===== config.mk =====
export PLATFORM = sky130hd
export DESIGN_NAME = joker_spi_arb
export DESIGN_NICKNAME = d
export VERILOG_FILES = /design/src/rtl/joker_spi_arb.sv
export SDC_FILE = /design/constraint.sdc
export NUM_CORES = 1
export LEC_CHECK = 0
export ABC_AREA = 1
export CAP_MARGIN = 15
export CORE_MARGIN = 4
export CORE_UTILIZATION = 20
export DETAILED_ROUTE_END_ITERATION = 7
export HOLD_SLACK_MARGIN = 0.12
export PLACE_DENSITY = 0.74
export SLEW_MARGIN = 20
export SYNTH_ARGS = -nofsm -noshare
export SYNTH_HDL_FRONTEND = slang
export SYNTH_SLANG_ARGS = --single-unit

===== constraint.sdc =====
create_clock -name clk -period 1.65 [get_ports clk]
set_clock_uncertainty 0.15 [all_clocks]
set_input_delay 0.33 -clock clk [delete_from_list [all_inputs] [get_ports clk]]
set_output_delay 0.33 -clock clk [all_outputs]
set_load 0.01 [all_outputs]

===== src/rtl/joker_spi_arb.sv =====
// Two-master Wishbone arbiter for the shared spi_top slave, with grant held across locked transactions.
// Optional cycle watchdog compiled in with `define JOKER_SPI_ARB_TMO_EN.
module joker_spi_arb #(
    parameter int unsigned TMO_CYCLES = 255
) (
    input  logic        clk,
    input  logic        reset,

    input  logic        m0_cyc,
    input  logic        m0_stb,
    input  logic        m0_we,
    input  logic [4:0]  m0_adr,
    input  logic [3:0]  m0_sel,
    input  logic [31:0] m0_dat_w,
    input  logic        m0_lock,
    output logic [31:0] m0_dat_r,
    output logic        m0_ack,
    output logic        m0_err,

    input  logic        m1_cyc,
    input  logic        m1_stb,
    input  logic        m1_we,
    input  logic [4:0]  m1_adr,
    input  logic [3:0]  m1_sel,
    input  logic [31:0] m1_dat_w,
    input  logic        m1_lock,
    output logic [31:0] m1_dat_r,
    output logic        m1_ack,
    output logic        m1_err,

    output logic        s_cyc,
    output logic        s_stb,
    output logic        s_we,
    output logic [4:0]  s_adr,
    output logic [3:0]  s_sel,
    output logic [31:0] s_dat_w,
    input  logic [31:0] s_dat_r,
    input  logic        s_ack,
    input  logic        s_err,

    output logic [1:0]  grant,
    output logic        busy,
    output logic [7:0]  tmo_cnt
);

    typedef enum logic [1:0] {IDLE, OWN0, OWN1, FLUSH} state_t;

    state_t state, state_nxt;
    logic   pri, pri_nxt;
    logic   owner, owner_nxt;
    logic   tmo_hit;
    logic [1:0] err_route;

    always_ff @(posedge clk or negedge reset) begin
        if (!reset) begin
            state <= IDLE;
            pri   <= 1'b0;
            owner <= 1'b0;
        end else begin
            state <= state_nxt;
            pri   <= pri_nxt;
            owner <= owner_nxt;
        end
    end

    always_comb begin
        state_nxt = state;
        pri_nxt   = pri;
        owner_nxt = owner;
        unique case (state)
            IDLE: begin
                if (m0_cyc && (!m1_cyc || !pri)) begin
                    state_nxt = OWN0;
                    pri_nxt   = 1'b1;
                    owner_nxt = 1'b0;
                end else if (m1_cyc) begin
                    state_nxt = OWN1;
                    pri_nxt   = 1'b0;
                    owner_nxt = 1'b1;
                end
            end
            OWN0: begin
                if (tmo_hit) begin
                    state_nxt = FLUSH;
                end else if (!m0_cyc && !m0_lock) begin
                    if (m1_cyc) begin
                        state_nxt = OWN1;
                        pri_nxt   = 1'b0;
                        owner_nxt = 1'b1;
                    end else begin
                        state_nxt = IDLE;
                    end
                end
            end
            OWN1: begin
                if (tmo_hit) begin
                    state_nxt = FLUSH;
                end else if (!m1_cyc && !m1_lock) begin
                    if (m0_cyc) begin
                        state_nxt = OWN0;
                        pri_nxt   = 1'b1;
                        owner_nxt = 1'b0;
                    end else begin
                        state_nxt = IDLE;
                    end
                end
            end
            FLUSH: begin
                if (owner ? !m1_cyc : !m0_cyc) begin
                    state_nxt = IDLE;
                end
            end
            default: state_nxt = IDLE;
        endcase
    end

    always_comb begin
        grant = '0;
        unique case (state)
            OWN0:    grant = 2'b01;
            OWN1:    grant = 2'b10;
            default: grant = '0;
        endcase
        busy = |grant;

        // Slave errors keep reaching the flushed owner even though its grant is gone.
        err_route = grant | ((state == FLUSH) ? {owner, ~owner} : 2'b00);

        s_cyc   = (grant[0] & m0_cyc) | (grant[1] & m1_cyc);
        s_stb   = (grant[0] & m0_stb) | (grant[1] & m1_stb);
        s_we    = (grant[0] & m0_we)  | (grant[1] & m1_we);
        s_adr   = ({5{grant[0]}}  & m0_adr)   | ({5{grant[1]}}  & m1_adr);
        s_sel   = ({4{grant[0]}}  & m0_sel)   | ({4{grant[1]}}  & m1_sel);
        s_dat_w = ({32{grant[0]}} & m0_dat_w) | ({32{grant[1]}} & m1_dat_w);

        m0_dat_r = grant[0] ? s_dat_r : '0;
        m1_dat_r = grant[1] ? s_dat_r : '0;
        m0_ack   = grant[0] & s_ack;
        m1_ack   = grant[1] & s_ack;
        m0_err   = (err_route[0] & s_err) | (tmo_hit & ~owner);
        m1_err   = (err_route[1] & s_err) | (tmo_hit &  owner);
    end

`ifdef JOKER_SPI_ARB_TMO_EN
    localparam logic [7:0] TMO_LIMIT = 8'(TMO_CYCLES);

    logic [7:0] wdt;
    logic [7:0] tmo_q;

    assign tmo_hit = (state == OWN0 || state == OWN1) && (wdt == TMO_LIMIT);
    assign tmo_cnt = tmo_q;

    always_ff @(posedge clk or negedge reset) begin
        if (!reset) begin
            wdt   <= '0;
            tmo_q <= '0;
        end else begin
            if (state_nxt != state || s_ack) begin
                wdt <= '0;
            end else if (s_cyc && s_stb) begin
                wdt <= wdt + 8'd1;
            end
            if (tmo_hit && tmo_q != 8'hFF) begin
                tmo_q <= tmo_q + 8'd1;
            end
        end
    end
`else
    assign tmo_hit = 1'b0;
    assign tmo_cnt = '0;
`endif

endmodule

; ---- Word level (Yosys, flattened, before mapping)
; Index checks and enable logic that the tools add are counted.
[totals]
inputBits = 126
ram_bits = 0
romBits = 0
ff_bits = 4
mem_count = 0
latch_bits = 0
[op_classes]
n_reduce_logical = 14
n_addsub = 0
multipliers = 0
n_lt_le_gt_ge = 0
bitwise = 24
n_eq_ne = 8
n_mux = 25
n_shift = 0
div_mod_pow = 0
[ops]
columns = operator, count
row1 = AND 32 bit, 2
row2 = 2-to-1 mux 32 bit, 2
row3 = bitwise OR 32 bit, 1
row4 = 2-to-1 mux 2 bit, 7
row5 = 2-to-1 mux 1 bit, 12
row6 = AND 1 bit, 10
row7 = AND 5 bit, 2
row8 = AND 4 bit, 2
row9 = inequality test 2 bit (second input constant), 4
row10 = one-hot mux 2 bit (4 select lines), 1
row11 = AND reduction 4 bit, 2
row12 = one-hot mux 1 bit (3 select lines), 2
row13 = logical NOT 1 bit, 5
row14 = bitwise OR 5 bit, 1
row15 = == test 2 bit (second input constant), 2
row16 = bitwise OR 4 bit, 1
row17 = one-hot mux 2 bit (2 select lines), 1
row18 = logical AND 1 bit, 3
row19 = inequality test 3 bit (second input constant), 1
row20 = bitwise OR 1 bit, 3
row21 = nonzero test 3 bit, 1
row22 = == test 2 x 1 -> 1 bit (second input constant), 1
row23 = logical NOT 2 bit, 1
row24 = bitwise OR 2 bit, 1
row25 = 3 further kinds, 3

; ---- Depth between registers and ports, before layout
; Gate-level depths: netlist of run 1.
[depth]
depth_word = 5
depth_mapped = 8
ltp_nobuf = 8

; ---- Least setup slack after synthesis of run 1
; OpenSTA, ideal clock, no wires.
[synth_timing]
kind = flip-flop to output port
from = register state[0]
to = output s_cyc
path_buffers = 2
stages_incl_launch_ff = 7
slack_ns = -0.228
arrival_time_ns = 1.398
cell_sequence = dfrtp_1 inv_1 ha_1 buf_2 buf_4 inv_1 o22ai_1
[synth_between]
elab_chain_cells = 4
[synth_lines]
columns = item, line
row1 = "start, declared", 48  ; state_t state, state_nxt;
row2 = "start signal, assigned", 60  ; state <= state_nxt;
row3 = == test 2 bit or == test 2 x 1 -> 1 bit (tied branches), 119  ; unique case (state)
row4 = one-hot mux 2 bit (2 select lines) (*), 119
row5 = named net grant[1], 41  ; output logic [1:0] grant,
row6 = AND 1 bit (*), 129  ; s_cyc = (grant[0] & m0_cyc) | (grant[1] & m1_cyc);
row7 = bitwise OR 1 bit (*), 129
row8 = "end, declared", 31  ; output logic s_cyc,
; Mark *: on every way through the listed nets, which the timed path passes. The rest lies on a longest branch.

; ---- Worst setup path in the final report of run 1
[layout_timing]
from = register state[0]
to = output m1_dat_r[2]
[layout_between]
elab_chain_cells = 3
[layout_lines]
columns = item, line
row1 = == test 2 bit or == test 2 x 1 -> 1 bit (tied branches), 119
row2 = one-hot mux 2 bit (2 select lines) (*), 119
row3 = 2-to-1 mux 32 bit (*), 137  ; m1_dat_r = grant[1] ? s_dat_r : '0;
row4 = "end, declared", 27  ; output logic [31:0] m1_dat_r,
; Every way passes the cells marked *; elsewhere a longest branch is shown, timed or not.

==> results.sh, run 1 <==
export IMPL_synth_simple_area_share_pct=29.8
export IMPL_synth_avg_cell_area_um2=5.51
export IMPL_cts_tree="yes"
export IMPL_gp_routability_congestion=0.939
export IMPL_finalSetupViolCount=118
export IMPL_num_rows=31
export IMPL_overflow=0
export IMPL_fmax_mhz=471
export IMPL_synth_compound_area_share_pct=27.4
export IMPL_antenna_found_initial=0
export IMPL_hpwl_um=8660
export IMPL_nFillCells=534
export IMPL_rsz0062_at_grt="yes"
export IMPL_worst_r2r_cell_count=11
export IMPL_critical_path_arrival_ps=1650
export IMPL_fin_crit_sh_pct=129
export IMPL_endpoint_kind="output pin"
export IMPL_critPathRequiredTime_ps=1170
export IMPL_violations="setup timing"
export IMPL_r2r_start="state[0]"
export IMPL_cts_sinks=4
export IMPL_start_util_pct=20.9
export IMPL_clkLatencyLatePin_ps=220
export IMPL_yosys_area_share_adder_pct=6.46
export IMPL_rrSetupSlack_ps=-170
export IMPL_syn_to_final_growth_pct=248
export IMPL_synth_top_family_by_area="simple AND/OR/NAND/NOR gates"
export IMPL_place_ws_ps=-492
export IMPL_antenna_cells=0
export IMPL_outcome="finished, violations left"
export IMPL_grt_pass1_wl_um=16000
export IMPL_yosysUniqueCellTypes=19
export IMPL_crit_path_start_kind="flip-flop"
export IMPL_die_area_um2=9220
export IMPL_port_buffers=240
export IMPL_syn_inst=281
export IMPL_power_density_nw_per_um2=1400
export IMPL_min_period_ps=2130
export IMPL_totalWireLength_um=12800
export IMPL_ys_seq_area_share_pct=6.46
export IMPL_post_route_drc_count=0
export IMPL_vias=3031
export IMPL_hold_viol_final=0
export IMPL_reg2reg_to="pri"
export IMPL_utilization_pct=72.7
export IMPL_die_h_um=96.0
export IMPL_path_clk_slew_ps=30
export IMPL_grt_pass1_vias=2854
export IMPL_layout_common_cells="clkdlybuf4s50_1 (125), buf_6 (100), inv_2 (71)"
export IMPL_numCtsBuffers=3
export IMPL_synth_seq_cells=4
export IMPL_h_tree_depth=1
export IMPL_drv_slew=0
export IMPL_drt_pass1_iter_count=7
export IMPL_fin_tns_setup_ps=-37600
export IMPL_cp_max_fo=6
export IMPL_grt_max_degree=14
export IMPL_synthXorXnorAreaFrac_pct=0
export IMPL_ant_nets=0
export IMPL_root_buffer="clkbuf_8"
export IMPL_die_x_um=96.0
export IMPL_final_common_cell="clkdlybuf4s50_1"
export IMPL_drive_gt1_share_pct=60.0
export IMPL_drv_cap=0
export IMPL_clockBufferDepth=2
export IMPL_viasPerCell=4.48
export IMPL_peakVddDrop_uv=835
export IMPL_grt_total_usage_pct=22.7
export IMPL_synthMuxAreaShare_pct=0
export IMPL_leakage_nw=3.01
export IMPL_core_area_um2=7410
export IMPL_ys_warn_count=0
export IMPL_finalNetCount=713
export IMPL_setup_worst_path_class="flip-flop to output pin"
export IMPL_fin_ws_ps=-475
export IMPL_post_drt_wl_per_cell_um=18.9
export IMPL_drtIter0Drc=64
export IMPL_ios=249
export IMPL_postCtsHoldBufs=0
export IMPL_synth_area_um2=1550
export IMPL_min_path_type="primary input to asynchronous set/reset pin"
-- metal layers --
metal	GRT usage, %	part of all wire [%]	vias to the layer above
li1	-	-	1449
met1	26.5	37	1421
met2	42.4	54	132
met4	5.92	3.1	0
met5	0	0	-
met3	3.44	5.5	29
-- kinds of logic (layout without fill, tap and decap cells) --
| logic type | Yosys count | count (layout) |
|---|---|---|
| simple gates | 113 | 113 |
| buf+inv | 105 | 395 |
| compound gates | 50 | 50 |
| fa+ha+maj | 8 | 8 |
| flops | 4 | 4 |
| other cells | 1 | 8 |
-- how the worst max path moves through the flow --
stage / from / end / depth (start not counted)
after detailed placement: state[1] / s_stb / 5
after global routing: state[1] / m0_dat_r[22] / 9
after global placement: state[1] / s_dat_w[7] / 5
after floorplan: state[0] / s_adr[1] / 5
final: state[0] / m1_dat_r[2] / 9
after CTS: state[0] / s_dat_w[8] / 7
-- cells in the mapped netlist --
cell type  number  area [um2]
o22ai_1         1        6.26
o21ai_0         2        10.0
nand2_1        93         349
buf_2          13        65.1
dfrtp_1         4         100
buf_4          13        97.6
conb_1          1        3.75
a21oi_4         1        16.3
a21oi_1         2        10.0
nand2_2         2        12.5
o21ai_1         1        5.00
nor2_2          2        12.5
inv_1          76         285
nor2_4          2        22.5
inv_2           3        11.3
nand3_1        10        50.1
a22o_1         43         377
nor2_1          4        15.0
ha_1            8         100
-- per-stage QoR --
stage | total power [mW] | hold WS (ps) | std cells | area [um2]
2_1_floorplan | 2.50 | -116 | 288 | 1670
3_3_place_gp | 4.95 | 392 | 624 | 4240
3_5_place_dp | 5.00 | 408 | 624 | 4240
4_1_cts | 6.90 | 188 | 672 | 4980
5_1_grt | 7.92 | 185 | 677 | 5390
6_report | 7.53 | 189 | 677 | 5390
-- power breakdown --
| part | total [mW] | internal [mW] | switching (mW) |
|---|---|---|---|
| clock | 0.226 | 0.166 | 0.0599 |
| sequential | 0.198 | 0.146 | 0.0519 |
| combinational | 7.11 | 4.02 | 3.09 |
| total | 7.53 | 4.33 | 3.20 |
-- timing repair --
| item | in CTS | in global routing |
|---|---|---|
| endpoints found under the setup margin | 117 | 119 |
| gates cloned | 10 | 0 |
| resized for setup | 619 | 111 |
| setup buffers | 37 | 14 |
| pin swaps | 19 | 33 |
-- state kept, by name, summed over array words and instances, names as in the netlist --
signal / cells
owner: 1
state: 2
pri: 1
-- final cells by class --
class / count / area (um2) / share of cell area [%]
Sequential cell: 4 / 103 / 1.90
Timing Repair Buffer: 312 / 3370 / 62.5
Inverter: 79 / 297 / 5.51
Tap cell: 99 / 124 / 2.30
Clock buffer: 4 / 45.0 / 0.836
Multi-Input combinational cell: 179 / 1450 / 26.9
-- worst max-delay path, stage by stage (launching register included) --
cell	delay, ps
dfrtp_2	430
inv_2	90
ha_4	170
buf_12	130
buf_4	110
buf_8	110
buf_12	120
nand2_2	40
inv_1	80
buf_2	150
No activity file was read; power rests on OpenSTA's default activity.
==> inputs of run 2 (changes only) <==
--- a/config.mk
+++ b/config.mk
@@ -6,7 +6,7 @@
 export NUM_CORES = 1
 export LEC_CHECK = 0
 export ABC_AREA = 1
-export CAP_MARGIN = 15
+export CAP_MARGIN = 10
 export CORE_MARGIN = 4
 export CORE_UTILIZATION = 20
 export DETAILED_ROUTE_END_ITERATION = 7
==> results of run 2 <==
No change in the layout: final DEF, timing and power equal those of run 1.
